File: config.mk
export PLATFORM = sky130hd
export DESIGN_NAME = hsv_core_alu_issue
export DESIGN_NICKNAME = d
export VERILOG_FILES = /design/src/rtl/hsv_core_alu_issue.sv
export SDC_FILE = /design/constraint.sdc
export NUM_CORES = 1
export LEC_CHECK = 0
export ABC_AREA = 1
export CAP_MARGIN = 30
export CORE_ASPECT_RATIO = 1.2
export CORE_MARGIN = 1
export CORE_UTILIZATION = 30
export DETAILED_ROUTE_END_ITERATION = 16
export PLACE_DENSITY = 0.53
export SKIP_CTS_REPAIR_TIMING = 1
export SYNTH_ARGS = -nofsm -noshare
export SYNTH_HDL_FRONTEND = slang
export SYNTH_SLANG_ARGS = --single-unit
File: constraint.sdc
create_clock -name clk_core -period 6.3 [get_ports clk_core]
set_clock_uncertainty 0.2 [all_clocks]
set_input_delay 1.26 -clock clk_core [delete_from_list [all_inputs] [get_ports clk_core]]
set_output_delay 1.26 -clock clk_core [all_outputs]
set_load 0.01 [all_outputs]
File: src/rtl/hsv_core_alu_issue.sv
// Issue buffer between decode and the ALU: a small FIFO with flush support.
// The ALU micro-op type lives in hsv_core_pkg, kept in this file so the block stands alone.

package hsv_core_pkg;
  typedef enum logic [1:0] {
    ALU_BITWISE_AND,
    ALU_BITWISE_OR,
    ALU_BITWISE_XOR,
    ALU_BITWISE_PASS
  } alu_bitwise_t;

  typedef struct packed {
    alu_bitwise_t bitwise_select;
    logic [31:0]  rs1;
    logic [31:0]  rs2;
    logic [4:0]   rd;
  } alu_data_t;
endpackage

module hsv_core_alu_issue #(
  parameter int DEPTH = 2
) (
  input  logic                                  clk_core,
  input  logic                                  rst_core,
  input  logic [$bits(hsv_core_pkg::alu_data_t)-1:0] in_data,
  input  logic                                  in_valid,
  output logic                                  in_ready,
  output logic [$bits(hsv_core_pkg::alu_data_t)-1:0] alu_data,
  output logic                                  valid_o,
  input  logic                                  ready_i,
  input  logic                                  flush_req,
  output logic                                  flush_ack,
  output logic [$clog2(DEPTH+1)-1:0]            count
);

  localparam int W  = $bits(hsv_core_pkg::alu_data_t);
  localparam int PW = $clog2(DEPTH);
  localparam int CW = $clog2(DEPTH+1);

  typedef enum logic {RUN, FLUSH} state_e;

  state_e          state_q, state_d;
  logic [PW-1:0]   head_q, head_d;
  logic [PW-1:0]   tail_q, tail_d;
  logic [CW-1:0]   count_q, count_d;
  logic [W-1:0]    mem_q [DEPTH];

  logic push, pop;

  // Handshake outputs depend only on registered state, so neither side sees
  // a combinational path through this block.
  always_comb begin
    in_ready  = 1'b0;
    valid_o   = 1'b0;
    flush_ack = 1'b0;
    if (state_q == RUN) begin
      in_ready = (count_q < CW'(DEPTH));
      valid_o  = (count_q != '0);
    end else begin
      flush_ack = 1'b1;
    end
  end

  assign push     = in_valid && in_ready;
  assign pop      = valid_o && ready_i;
  assign alu_data = valid_o ? mem_q[head_q] : '0;
  assign count    = count_q;

  // A flush edge discards whatever transfer happened to coincide with it.
  always_comb begin
    state_d = state_q;
    head_d  = head_q;
    tail_d  = tail_q;
    count_d = count_q;
    case (state_q)
      RUN: begin
        if (flush_req) begin
          state_d = FLUSH;
          head_d  = '0;
          tail_d  = '0;
          count_d = '0;
        end else begin
          if (push) tail_d = tail_q + 1'b1;
          if (pop)  head_d = head_q + 1'b1;
          if (push && !pop)      count_d = count_q + 1'b1;
          else if (pop && !push) count_d = count_q - 1'b1;
        end
      end
      FLUSH: begin
        if (!flush_req) state_d = RUN;
      end
      default: state_d = RUN;
    endcase
  end

  always_ff @(posedge clk_core) begin
    if (rst_core) begin
      state_q <= RUN;
      head_q  <= '0;
      tail_q  <= '0;
      count_q <= '0;
    end else begin
      state_q <= state_d;
      head_q  <= head_d;
      tail_q  <= tail_d;
      count_q <= count_d;
    end
  end

  // Storage is not reset; only entries covered by count are ever presented.
  always_ff @(posedge clk_core) begin
    if (push && !flush_req && !rst_core) begin
      mem_q[tail_q] <= in_data;
    end
  end

endmodule
==> results of run 1 <==
-- through the flow --
step / instances / instance area, µm² / total power, mW / setup slack (ns) / hold slack, ns
finish: 852 / 8500 / 2.56 / 2.41 / 0.279
global placement: 817 / 7790 / 1.47 / 2.36 / 0.264
CTS: 851 / 8500 / 2.60 / 2.32 / 0.283
detailed placement: 819 / 7850 / 1.49 / 2.66 / 0.273
global route: 851 / 8500 / 2.67 / 2.14 / 0.317
floorplan: 415 / 5970 / 1.29 / 1.14 / 0.254
-- layout make-up --
class,count,area share [%]
flip-flops and latches,148,51.6
well taps,261,3.84
multi-input cells,174,14.5
inverters,78,3.44
diodes,1,0.0294
repair buffers,158,18.9
clock buffers,17,5.00
clock inverters,15,2.71
-- worst min-delay path, cell delays in order, from the launching register on --
cell     delay (ns)
dfxtp_1        0.31
nand2_1        0.06
a21oi_1        0.07
-- cell families (layout without fill, tap and decap cells) --
logic type | Yosys count | count (layout)
muxes | 71 | 71
and+or+nand+nor | 98 | 98
buffers and inverters | 93 | 268
other | 0 | 1
DFF | 148 | 148
AOI/OAI and AO/OA | 5 | 5
-- path summary, 6_finish.rpt --
path / from / end / slack [ns] / depth (start not counted)
setup reg to reg: state_q / mem_q[0][16] / 3.93 / 6
hold / removal: head_q / flop / 0.28 / 2
setup / recovery: count[0] / alu_data[25] / 2.41 / 6
hold reg to reg: head_q / flop / 0.28 / 2
-- cell usage in the layout (no fill, tap or decap), types with 2 or more instances in the layout --
cell type	netlist	layout
a21oi_1	2	2
nand4_1	2	2
o21ai_0	2	2
buf_4	0	5
inv_2	2	2
nor2_1	8	6
buf_16	0	2
edfxtp_1	142	142
dfxtp_1	6	5
clkinv_2	0	2
clkinvlp_4	0	2
clkdlybuf4s50_1	0	151
clkbuf_16	0	17
inv_1	76	76
nor2_4	1	3
bufinv_16	0	5
mux2_2	71	71
nand2_2	2	2
clkinv_4	0	4
nand3_1	5	5
nand2_1	79	79
-- cells in the mapped netlist --
cell | n | area, µm²
edfxtp_1 | 142 | 4260
nor2_1 | 8 | 30.0
nand2_2 | 2 | 12.5
buf_2 | 15 | 75.1
dfxtp_1 | 6 | 120
o21ai_0 | 2 | 10.0
nand2_1 | 79 | 297
nor2_2 | 1 | 6.26
nor2_4 | 1 | 11.3
inv_1 | 76 | 285
a21oi_1 | 2 | 10.0
inv_2 | 2 | 7.51
nand3_1 | 5 | 25.0
nand4_1 | 2 | 12.5
mux2_2 | 71 | 800
o21ai_1 | 1 | 5.00
-- power breakdown --
| part | switching [mW] | internal (mW) | leakage [nW] |
|---|---|---|---|
| clock | 0.397 | 0.707 | 0.315 |
| sequential | 0.0133 | 1.10 | 1.33 |
| combinational | 0.152 | 0.193 | 1.69 |
-- state kept, by name (all words and copies together) (netlist names), named ones only --
signal	cells
head_q	1
count	2
mem_q	142
state_q	1
tail_q	1
-- routing by layer --
layer	up-vias	global-route usage, %
li1	1730	-
met1	1742	14.4
met2	90	21.5
met3	14	4.85
met4	0	4.43
met5	-	0
==> impl_metrics.tcl, run 1 <==
set metrics [dict create \
    num-fill-cells 1770 \
    initial_utilization_pct 30.5 \
    multi_input_area_um2 1230 \
    drv_cap 0 \
    setup_violations 0 \
    crit_fanout 31 \
    hold_viol_final 0 \
    crit_type "reg -> out" \
    hold_path_class "reg -> reg" \
    synth.mux.area_fraction_pct 13.4 \
    cts_buffers 17 \
    drt_iter0_drc 212 \
    grt-ovfl-total 0 \
    fmax_ghz 0.257 \
    grt_pass1_wl_mm 19.1 \
    cp_num_buf_inv 3 \
    synthSimpleGateAreaFrac_pct 6.60 \
    power.leakage_nw 3.34 \
    max-vdd-ir-drop_uv 178 \
    yosys_warnings 0 \
    synth_xor_area_share_pct 0 \
    grtUsageTotal_pct 12.7 \
    rsz0062_at_grt "false" \
    core_um2 19500 \
    power.density_nw_per_um2 301 \
    die_w_um 131 \
    antenna_found_initial 1 \
    io_pins 152 \
    drive_above_1_share_pct 20.2 \
    worst_pin_slew_ns 0.554 \
    max_slew_margin_pct 63.0 \
    cpPeakStageDelay_ns 0.52 \
    crit_chain "nor2_1 -> nor2_4 -> buf_4 -> nand2_1 -> inv_1 -> clkdlybuf4s50_1" \
    synth_area_um2 5970 \
    grt_max_degree 43 \
    tns_ns 0 \
    ant_nets 0 \
    numClockSinks 148 \
    violations "design-rule violations" \
    synth_fa_ha_area_share_pct 0 \
    io_buffers 151 \
    seq_area_um2 4390 \
    synth.distinct_cells 16 \
    grt_pass1_vias 3778 \
    clock_path_buffers 2 \
    wire_per_inst_um 14.3 \
    critPathSlowestCell "clkdlybuf4s50_1" \
    final_nets 653 \
    rows 56 \
    vias 3576 \
    wl_met2_mm 6.28 \
    cp_top_family "buffers and inverters" \
    tritoncts "yes" \
    drc 4 \
    yosysSeqAreaShare_pct 73.4 \
    die_h_um 157 \
    final_core_util_pct 43.5 \
    worstSetupStartpointType "flop" \
    synth_top_family_by_area "multiplexers" \
    path_clk_slew_ns 0.06 \
    route.met3.wl_um 709 \
    synthesis.nets 491 \
    clock_latency_ns 0.41 \
    status "finished, violations left" \
    via_per_inst 4.20 \
    firstDrtPassIters 10 \
    drt-total-wl_mm 12.2 \
    finalCriticalPeriod_ns 3.89 \
    syn_inst 415 \
    top_layer_used "met4" \
    cts_max_level 4 \
    hpwl_mm 8.11 \
    die_area_um2 20500 \
    area_growth_pct 42.4 \
    clockRootBuffer "clkbuf_16" \
    arrival_ns 2.43 \
    ys_ff_latch 148 \
    synth.avg_cell_area_um2 14.4 \
    worst_setup_path_end_kind "output port" \
    place.gp.congestion 0.772 \
    synth_compound_area_share_pct 0.419 \
    slew_viol_final 0 \
    cp.required_ns 4.84 \
    finalCritPeriodShare_pct 61.8 \
    wl_met1_mm 5.07 \
]
Power figures use the tool's default switching activity.
==> run 2: changes to the inputs <==
==> constraint.sdc (replaced) <==
create_clock -name clk_core -period 3.9 [get_ports clk_core]
set_clock_uncertainty 0.2 [all_clocks]
set_input_delay 0.78 -clock clk_core [delete_from_list [all_inputs] [get_ports clk_core]]
set_output_delay 0.78 -clock clk_core [all_outputs]
set_load 0.01 [all_outputs]
==> run 2 against run 1 <==
Compared with the run above: the flow now finishes without violations; cell area is 0.68% lower; global-route usage shrank 0.22 points; wire length down 1.3%; sequential cell count unchanged; worst hold slack lost 0.0012 ns; critical path depth is 1 lower; utilization shrank 0.29 points; register-to-register slack worse by 1.9 ns.
==> impl_metrics.tcl, run 2 (same netlist as run 1, synthesis figures left out) <==
set metrics [dict create \
    status "finished clean" \
    finalCritPeriodShare_pct 85.2 \
    design_power_total_mw 3.92 \
    cts_buffers 17 \
    drt_iter0_drc 152 \
    worstSetupStartpointType "flop" \
    wire_per_inst_um 14.2 \
    finalNonFillerCells 851 \
    slew_viol_final 0 \
    die_w_um 131 \
    tritoncts "yes" \
    grtUsageTotal_pct 12.5 \
    final_cell_area_um2 8450 \
    io_buffers 151 \
    final_common_cell "clkdlybuf4s50_1" \
    worst_pin_slew_ns 0.548 \
    ant_nets 0 \
    placed_area_um2 7880 \
    die_h_um 157 \
    path_clk_slew_ns 0.06 \
    rr_worst_depth 6 \
    drt-total-wl_mm 12.0 \
    hold_depth 2 \
    dp_cells 819 \
    crit_type "reg -> out" \
    grt-ovfl-total 0 \
    initial_utilization_pct 30.5 \
    arrival_ns 2.34 \
    vias 3565 \
    final_core_util_pct 43.2 \
    grt_pass1_wl_mm 18.8 \
    core_um2 19500 \
    numClockSinks 148 \
    power.density_nw_per_um2 464 \
    io_pins 152 \
    tns_ns 0 \
    final_nets 653 \
    worst_setup_path_end_kind "output port" \
    grt_pass1_vias 3817 \
    die_area_um2 20500 \
    drc 0 \
    layout_common_cells "151 x clkdlybuf4s50_1, 142 x edfxtp_1, 79 x nand2_1, 76 x inv_1, 71 x mux2_2" \
    diodes 0 \
    reg2reg_setup_slack_ns 2.01 \
    via_per_inst 4.19 \
    clock_path_buffers 2 \
    largest_reg_flops 142 \
    num-fill-cells 1797 \
    place.gp.congestion 0.717 \
    regMostFlops "mem_q" \
    clock_latency_ns 0.42 \
    antenna_found_initial 1 \
    hold_path_class "reg -> reg" \
    firstDrtPassIters 4 \
    max_slew_margin_pct 63.5 \
    rows 56 \
    setup_violations 0 \
    drive_above_1_share_pct 19.5 \
    hold_viol_final 0 \
    power.leakage_nw 3.30 \
    cp.required_ns 2.92 \
    area_growth_pct 41.5 \
    cts_max_level 4 \
    crit_fanout 36 \
    grt_max_degree 74 \
    finalCriticalPeriod_ns 3.32 \
    rsz0062_at_grt "false" \
    hpwl_mm 7.68 \
    clockRootBuffer "clkbuf_16" \
    fmax_ghz 0.301 \
    max-vdd-ir-drop_uv 288 \
    drv_cap 0 \
]
## run 2: cell count changes in the layout (fill, tap and decap cells not counted), sizes merged
cell | before | now
bufinv | 5 | 2
clkbuf | 17 | 18
clkinv | 6 | 8
diode | 1 | 0
## run 2: power by group
group	internal, mW	switching, mW	leakage, nW
clock	0.936	0.628	0.273
sequential	1.78	0.0245	1.33
combinational	0.309	0.245	1.70
total	3.02	0.897	3.30
## run 2: final cells by class
| cell class | instances | area, µm² | share of cell area, % |
|---|---|---|---|
| Timing Repair Buffer | 158 | 1640 | 19.4 |
| Clock inverter | 14 | 136 | 1.61 |
| Inverter | 78 | 293 | 3.47 |
| Sequential cell | 148 | 4390 | 52.0 |
| Tap cell | 261 | 327 | 3.87 |
| Multi-Input combinational cell | 174 | 1230 | 14.6 |
| Clock buffer | 18 | 429 | 5.08 |
## run 2: worst paths after layout
check / start / endpoint
min reg2reg: head_q / flop
min: head_q / flop
max: flop / alu_data[27]
max reg2reg: state_q / mem_q[0][28]
## run 2: worst max-delay path, cell delays in order (launching register included)
cell and delay, ns:
dfxtp_4 0.71, buf_4 0.30, mux2_2 0.35, nand2_1 0.06, inv_1 0.04, clkdlybuf4s50_1 0.47
## run 2: per-layer routing
| layer | track usage, % | share of wire [%] |
|---|---|---|
| met3 | 3.38 | 5.1 |
| met2 | 20.8 | 50 |
| met5 | 0 | 0 |
| met1 | 14.8 | 43 |
| met4 | 5.75 | 1.6 |
## run 2: metrics by stage
stage,worst slack [ns],hold slack (ns)
2_1_floorplan,-0.778,0.254
3_3_place_gp,0.986,0.261
3_5_place_dp,0.971,0.270
4_1_cts,0.509,0.279
5_1_grt,0.419,0.320
6_report,0.579,0.278
==> run 3: changes to the inputs <==
--- a/config.mk
+++ b/config.mk
@@ -11,6 +11,7 @@
 export CORE_MARGIN = 1
 export CORE_UTILIZATION = 30
 export DETAILED_ROUTE_END_ITERATION = 16
+export GPL_TIMING_DRIVEN = 0
 export PLACE_DENSITY = 0.53
 export SKIP_CTS_REPAIR_TIMING = 1
 export SYNTH_ARGS = -nofsm -noshare
==> run 3 against run 2 <==
Compared with the run above: the run now ends with design-rule violations left; die area unchanged; global-route usage grew 0.63 points; setup slack gained 0.11 ns; cell area rose by 1.8%; register-to-register slack got worse by 0.29 ns; largest cell class unchanged; largest power group unchanged; highest routed layer unchanged.
==> impl_metrics.tcl, run 3 (same netlist as run 1, synthesis figures left out) <==
set metrics [dict create \
    io_pins 152 \
    placed_area_um2 7960 \
    core_um2 19500 \
    path_clk_slew_ns 0.06 \
    crit_fanout 10 \
    hold_path_class "reg -> reg" \
    worstSetupStartpointType "flop" \
    crit_chain "nor2_1 -> nor2_4 -> buf_2 -> nand2_1 -> inv_1 -> clkdlybuf4s50_1" \
    via_per_inst 4.19 \
    firstDrtPassIters 10 \
    rows 56 \
    diodes 0 \
    hold_viol_final 0 \
    clockRootBuffer "clkbuf_16" \
    crit_type "reg -> out" \
    die_h_um 157 \
    die_w_um 131 \
    fmax_ghz 0.312 \
    grtUsageTotal_pct 13.1 \
    cts_buffers 17 \
    vias 3623 \
    grt_pass1_wl_mm 19.7 \
    layout_common_cells "151 x clkdlybuf4s50_1, 142 x edfxtp_1, 79 x nand2_1, 76 x inv_1, 71 x mux2_2" \
    cts_max_level 4 \
    worst_pin_slew_ns 0.400 \
    power.density_nw_per_um2 479 \
    place.gp.congestion 0.713 \
    status "finished, violations left" \
    max-vdd-ir-drop_uv 257 \
    drive_above_1_share_pct 21.5 \
    area_growth_pct 44.0 \
    setup_violations 0 \
    wire_per_inst_um 14.7 \
    tritoncts "yes" \
    worst_setup_path_end_kind "output port" \
    hpwl_mm 8.70 \
    grt-ovfl-total 0 \
    seq_area_um2 4380 \
    io_buffers 151 \
    cp.required_ns 2.92 \
    final_nets 667 \
    finalCritPeriodShare_pct 82.3 \
    design_power_total_mw 4.12 \
    ant_nets 0 \
    violations "design-rule violations" \
    drc 2 \
    max_slew_margin_pct 73.2 \
    final_common_cell "clkdlybuf4s50_1" \
    slew_viol_final 0 \
    critPathSlowestCell "clkdlybuf4s50_1" \
    numClockSinks 148 \
    final_core_util_pct 44.0 \
    num-fill-cells 1812 \
    regMostFlops "mem_q" \
    die_area_um2 20500 \
    finalCriticalPeriod_ns 3.21 \
    multi_input_area_um2 1230 \
    grt_max_degree 25 \
    cpPeakStageDelay_ns 0.54 \
    clock_path_buffers 2 \
    arrival_ns 2.23 \
    antenna_found_initial 0 \
    final_cell_area_um2 8600 \
    rsz0062_at_grt "false" \
    initial_utilization_pct 30.5 \
    drt-total-wl_mm 12.7 \
    drv_cap 0 \
    largest_reg_flops 142 \
    power.leakage_nw 3.41 \
    clock_latency_ns 0.41 \
    drt_iter0_drc 98 \
    grt_pass1_vias 3871 \
]
## run 3: changes by cell type in the layout (fill, tap and decap cells not counted), moves of 2 or more
cell       before  now
bufinv_16       2    5
buf_2           0   15
buf_16          0    2
clkinv_1        3    0
buf_12          6    4
## run 3: path summary, 6_finish.rpt
| kind | start | endpoint | slack, ns | depth (start not counted) |
|---|---|---|---|---|
| hold / removal | head_q | head_q | 0.29 | 2 |
| setup reg to reg | state_q | mem_q[1][45] | 1.72 | 7 |
| hold reg to reg | head_q | head_q | 0.29 | 2 |
| setup / recovery | count[0] | alu_data[6] | 0.69 | 6 |
## run 3: through the flow
stage	worst slack, ns	setup TNS (ns)	std cells	hold slack [ns]
after floorplan	-0.778	-110.52	415	0.254
after global placement	-3.43	-486.19	827	0.274
after detailed placement	0.971	0	833	0.274
after CTS	0.597	0	865	0.285
after global routing	0.458	0	865	0.315
final	0.690	0	865	0.285
## run 3: power by group
group,internal [mW],switching [mW],leakage [nW]
clock,1.14,0.617,0.307
sequential,1.78,0.0117,1.33
combinational,0.313,0.262,1.77
total,3.22,0.891,3.41
## run 3: final cells by class
type / instances / area share (%)
clock buffer: 19 / 5.03
multi-input combinational: 174 / 14.3
clock inverter: 13 / 2.40
sequential: 148 / 51.0
buffer: 15 / 0.873
timing repair buffer: 157 / 19.2
inverter: 78 / 3.41
tap: 261 / 3.80
## run 3: worst max-delay path: cells and delay by family, from the launching register on
| kind | cells | cell delay (ns) |
|---|---|---|
| buffers and inverters | 3 | 0.92 |
| AND/OR/NAND/NOR | 3 | 0.45 |
| flip-flops | 1 | 0.44 |
## run 3: metal layers
layer  global-route usage [%]  part of all wire (%)  routed length, µm  vias up
li1                         -                     -                  -     1752
met1                     14.7                    41               5280     1759
met2                     23.0                    52               6600      100
met3                     4.03                   5.5                700       12
met4                     4.76                   1.1                141        0
met5                        0                     0                  0        -
==> variant 1: new RTL, config.mk and constraints of run 2 <==
`DEPTH`: 2 -> 4.
--- a/src/rtl/hsv_core_alu_issue.sv
+++ b/src/rtl/hsv_core_alu_issue.sv
@@ -18,7 +18,7 @@
 endpackage
 
 module hsv_core_alu_issue #(
-  parameter int DEPTH = 2
+  parameter int DEPTH = 4
 ) (
   input  logic                                  clk_core,
   input  logic                                  rst_core,
Interface: changed (resized count); port bits go from 152 to 153. No check against the original RTL was run, so the function may have changed too.
==> variant 1 against run 2 <==
Worst setup slack worse by 0.39 ns. Sequential cell count up 146. Synthesized cell count up 120%. Count of clock-buffer cells in the layout up 15. Wire length up 120%. Maximum frequency down 11%. Via count up 100%. Total power up 86%. Area after synthesis up 93%. Final cell count up 84%. Core utilization down 4.4 points. Final area up 73%.
==> variant 1: results (changes against run 2) <==
The minimum setup slack after placement was 0.704 ns (-0.267 ns). The proportion of layout cells with a drive suffix above 1 is 0.0708 (-0.124). The count of buffers inserted at the top-level ports is 152 (+0.66%). The number of antenna violations at the first check in global routing came to 0 (-1). The clock buffer count from CTS was 30 (+13). The met3 usage came to 0.0188 (-0.0150).

The worst register-to-register path ends at mem_q[2][60]. The first-pass iteration count of the detailed router came to 6 (+2). The net count after synthesis came to 998 (+100%). The deepest level of the CTS H-tree is 1 (-3). The global-route usage over all layers came out at 0.136 (+0.0113).

The clock share of power came out at 0.389 (-0.010). The flip-flop count of the largest register, all copies and words added is 284 (+100%). The post-placement cell count is 1,514 (+85%). The first-pass GRT wire length is 41,200 µm (+120%). The post-synthesis instance total came out at 917 (+120%). The final weighted congestion in routability-driven placement was 0.729 (+1.6%).

The unique cell type count in the Yosys netlist came to 27 (+11). The flow ran to the end, and the final reports show no timing, DRC or antenna violations. The cell area after placement is 13,700 µm² (+74%). The total power after layout was 0.00729 W (+86%). The number of synthesized flops with an enable pin came out at 284 (+100%). The standard cell with the maximum stage delay on the critical path is sky130_fd_sc_hd__clkdlybuf4s50_1. In this run the most critical hold path is launched from head_q[1]. The maximum fanout encountered on the critical timing path came to 49 (+36%). The insertion delay to the later sink of the worst-skew pair came out at 0.55 ns (+0.13 ns). The power of the combinational group was 0.000924 W (+67%).
-- variant 1: cell count changes after synthesis, sizes merged, moves of 27 or more --
cell / before / now
o21ai: 3 / 143
nand2: 81 / 18
mux2: 71 / 0
inv: 78 / 20
clkbuf: 0 / 27
a21oi: 2 / 73
nor2: 10 / 298
edfxtp: 142 / 284
-- variant 1: logic make-up after synthesis --
logic type | synth area share
AO/OA/AOI/OAI | 0.0961
buffers and inverters | 0.0298
flip-flops | 0.759
adder cells (fa/ha/maj) | 0.00609
AND/OR/NAND/NOR | 0.109
-- variant 1: worst max-delay path: cells and delay by family, from the launching register on --
kind | cells | cell delay [ns]
DFF | 1 | 0.46
AOI/OAI and AO/OA | 2 | 0.37
buffers and inverters | 3 | 1.31
-- variant 1: layout make-up --
| cell class | count | area (µm²) | area share |
|---|---|---|---|
| Timing Repair Buffer | 170 | 1790 | 0.122 |
| Clock inverter | 20 | 189 | 0.0129 |
| Multi-Input combinational cell | 550 | 2470 | 0.169 |
| Tap cell | 480 | 601 | 0.0410 |
| Inverter | 20 | 77.6 | 0.00529 |
| Sequential cell | 294 | 8740 | 0.596 |
| Clock buffer | 33 | 783 | 0.0535 |
-- variant 1: worst min-delay path by stage --
stage,to,slack [ns]
floorplan,flip-flop,0.25
global placement,flip-flop,0.27
detailed placement,flip-flop,0.27
CTS,flip-flop,0.27
global route,flip-flop,0.30
finish,flip-flop,0.27
-- variant 1: layer usage --
layer	wire, µm	part of all wire	vias up
met3	966	0.036	41
met1	11600	0.43	3460
met2	13600	0.51	141
met4	575	0.022	0
met5	0	0	-
li1	-	-	3529
==> variant 2: new RTL, flow settings as in run 2 <==
Made on the original files. Put one more register stage on the output `count`. The value now appears one clock later. The other outputs are not delayed to match.
--- a/src/rtl/hsv_core_alu_issue.sv
+++ b/src/rtl/hsv_core_alu_issue.sv
@@ -64,7 +64,9 @@
   assign push     = in_valid && in_ready;
   assign pop      = valid_o && ready_i;
   assign alu_data = valid_o ? mem_q[head_q] : '0;
-  assign count    = count_q;
+  always_ff @(posedge clk_core) begin
+    count <= count_q;
+  end
 
   // A flush edge discards whatever transfer happened to coincide with it.
   always_comb begin
Check against the original RTL: not equivalent (Yosys sat finds a counterexample within 4 cycles, from zero or initial values and one cycle with rst_core high).
==> variant 2 against run 2 <==
Combinational power hardly changed. Core utilization shrank 0.56 points. Area after synthesis increased by 0.67%. Sequential cell count grew 2. Clock power down 11%. Worst setup slack is essentially flat. Wire length grew 2.8%. Worst hold slack worse by 0.053 ns. Die area up 0.66%. Total power shrank 3.8%. Final area down 0.93%.
==> variant 2: results (changes against run 2) <==
The flow ran to the end, and the final reports show no timing, DRC or antenna violations. The placed wire-length estimate after detailed placement came out at 7790 µm (+1.4%). The final weighted congestion in routability-driven placement is 0.698 (-2.6%). The number of warnings issued by yosys came out at 0 (unchanged). The number of synthesized flops with an enable pin is 142 (unchanged). The synthesized area per cell is 14.4 µm² (+0.19%).

The minimum setup slack after placement came to 0.950 ns (-0.0208 ns). The global-route met2 utilization is 0.208 (-0.000411). The sequential share of power is 0.484 (+0.024). The critical path endpoint is alu_data[53]. The initial detailed-routing violation count is 158 (+3.9%).

The global-route usage over all layers was 0.125 (+0.000192). The relative contribution of combinational cells to total power is 0.146 (+0.005). The proportion of layout cells with a drive suffix above 1 came out at 0.190 (-0.00508).

The worst hold path begins at count_q[1]. The met3 usage came out at 0.0354 (+0.00158). The first-pass GRT wire length is 19,500 µm (+3.8%). The detail-routed net length per standard cell is 14.6 µm (+2.8%). The max-slew headroom at the worst pin is 0.538 (-0.0964).

The setup slack of the worst register-to-register path is 1.76 ns (-0.25 ns). The number of vias after detailed routing came out at 3,645 (+2.2%). The number of antenna violations at the first check in global routing is 0 (-1). The via count of the first global-routing pass came to 3,846 (+0.76%). The post-placement cell count is 821 (+0.24%). The number of nets in the layout came to 655 (+0.31%). Ranked by total cell area, the synthesized netlist is headed by sky130_fd_sc_hd__edfxtp_1 71%, sky130_fd_sc_hd__mux2_2 13%, sky130_fd_sc_hd__nand2_1 4.9%.

The global routing met1 resource utilization is 0.148 (+0.000152). The switching share of total power came out at 0.231 (+0.00188). The share of the clock period used by the worst path is 0.852 (about the same). The total power after layout came out at 0.00377 W (-3.8%). The capture instance of the worst register-to-register path is mem_q[1][28]. The net count after synthesis came out at 493 (+0.41%). The maximum vdd drop came out at 248 µV (-14%).

The cell depth of the worst hold path came out at 0 (-2). The worst-case hold slack is 0.225 ns (-0.0527 ns). The static leakage came out at 3.28 nW (-0.81%).

The sequential-to-total area share from yosys stat came to 0.736 (+0.00177).
variant 2: metal layers:
metal	part of all wire	wire [µm]
met2	0.50	6170
met3	0.050	621
met5	0	0
met1	0.43	5370
met4	0.018	220
variant 2: metrics by stage:
step           TNS, ns  area [µm²]
3_3_place_gp         0        7870
2_1_floorplan  -110.52        6010
4_1_cts              0        8370
3_5_place_dp         0        7870
6_report             0        8370
5_1_grt              0        8370
variant 2: cells by family (layout without fill, tap and decap cells):
kind of cell | count (synthesis) | count (layout) | synth area share
AOI/OAI and AO/OA | 5 | 5 | 0.00416
buffers and inverters | 93 | 266 | 0.0612
DFF | 150 | 150 | 0.736
muxes | 71 | 71 | 0.133
and+or+nand+nor | 98 | 98 | 0.0656
variant 2: cell type report:
class | instances | area (µm²)
repair buffers | 158 | 1590
fillers | 1841 | 11300
well taps | 261 | 327
clock buffers | 19 | 433
inverters | 78 | 293
multi-input cells | 174 | 1230
clock inverters | 11 | 63.8
flip-flops and latches | 150 | 4430
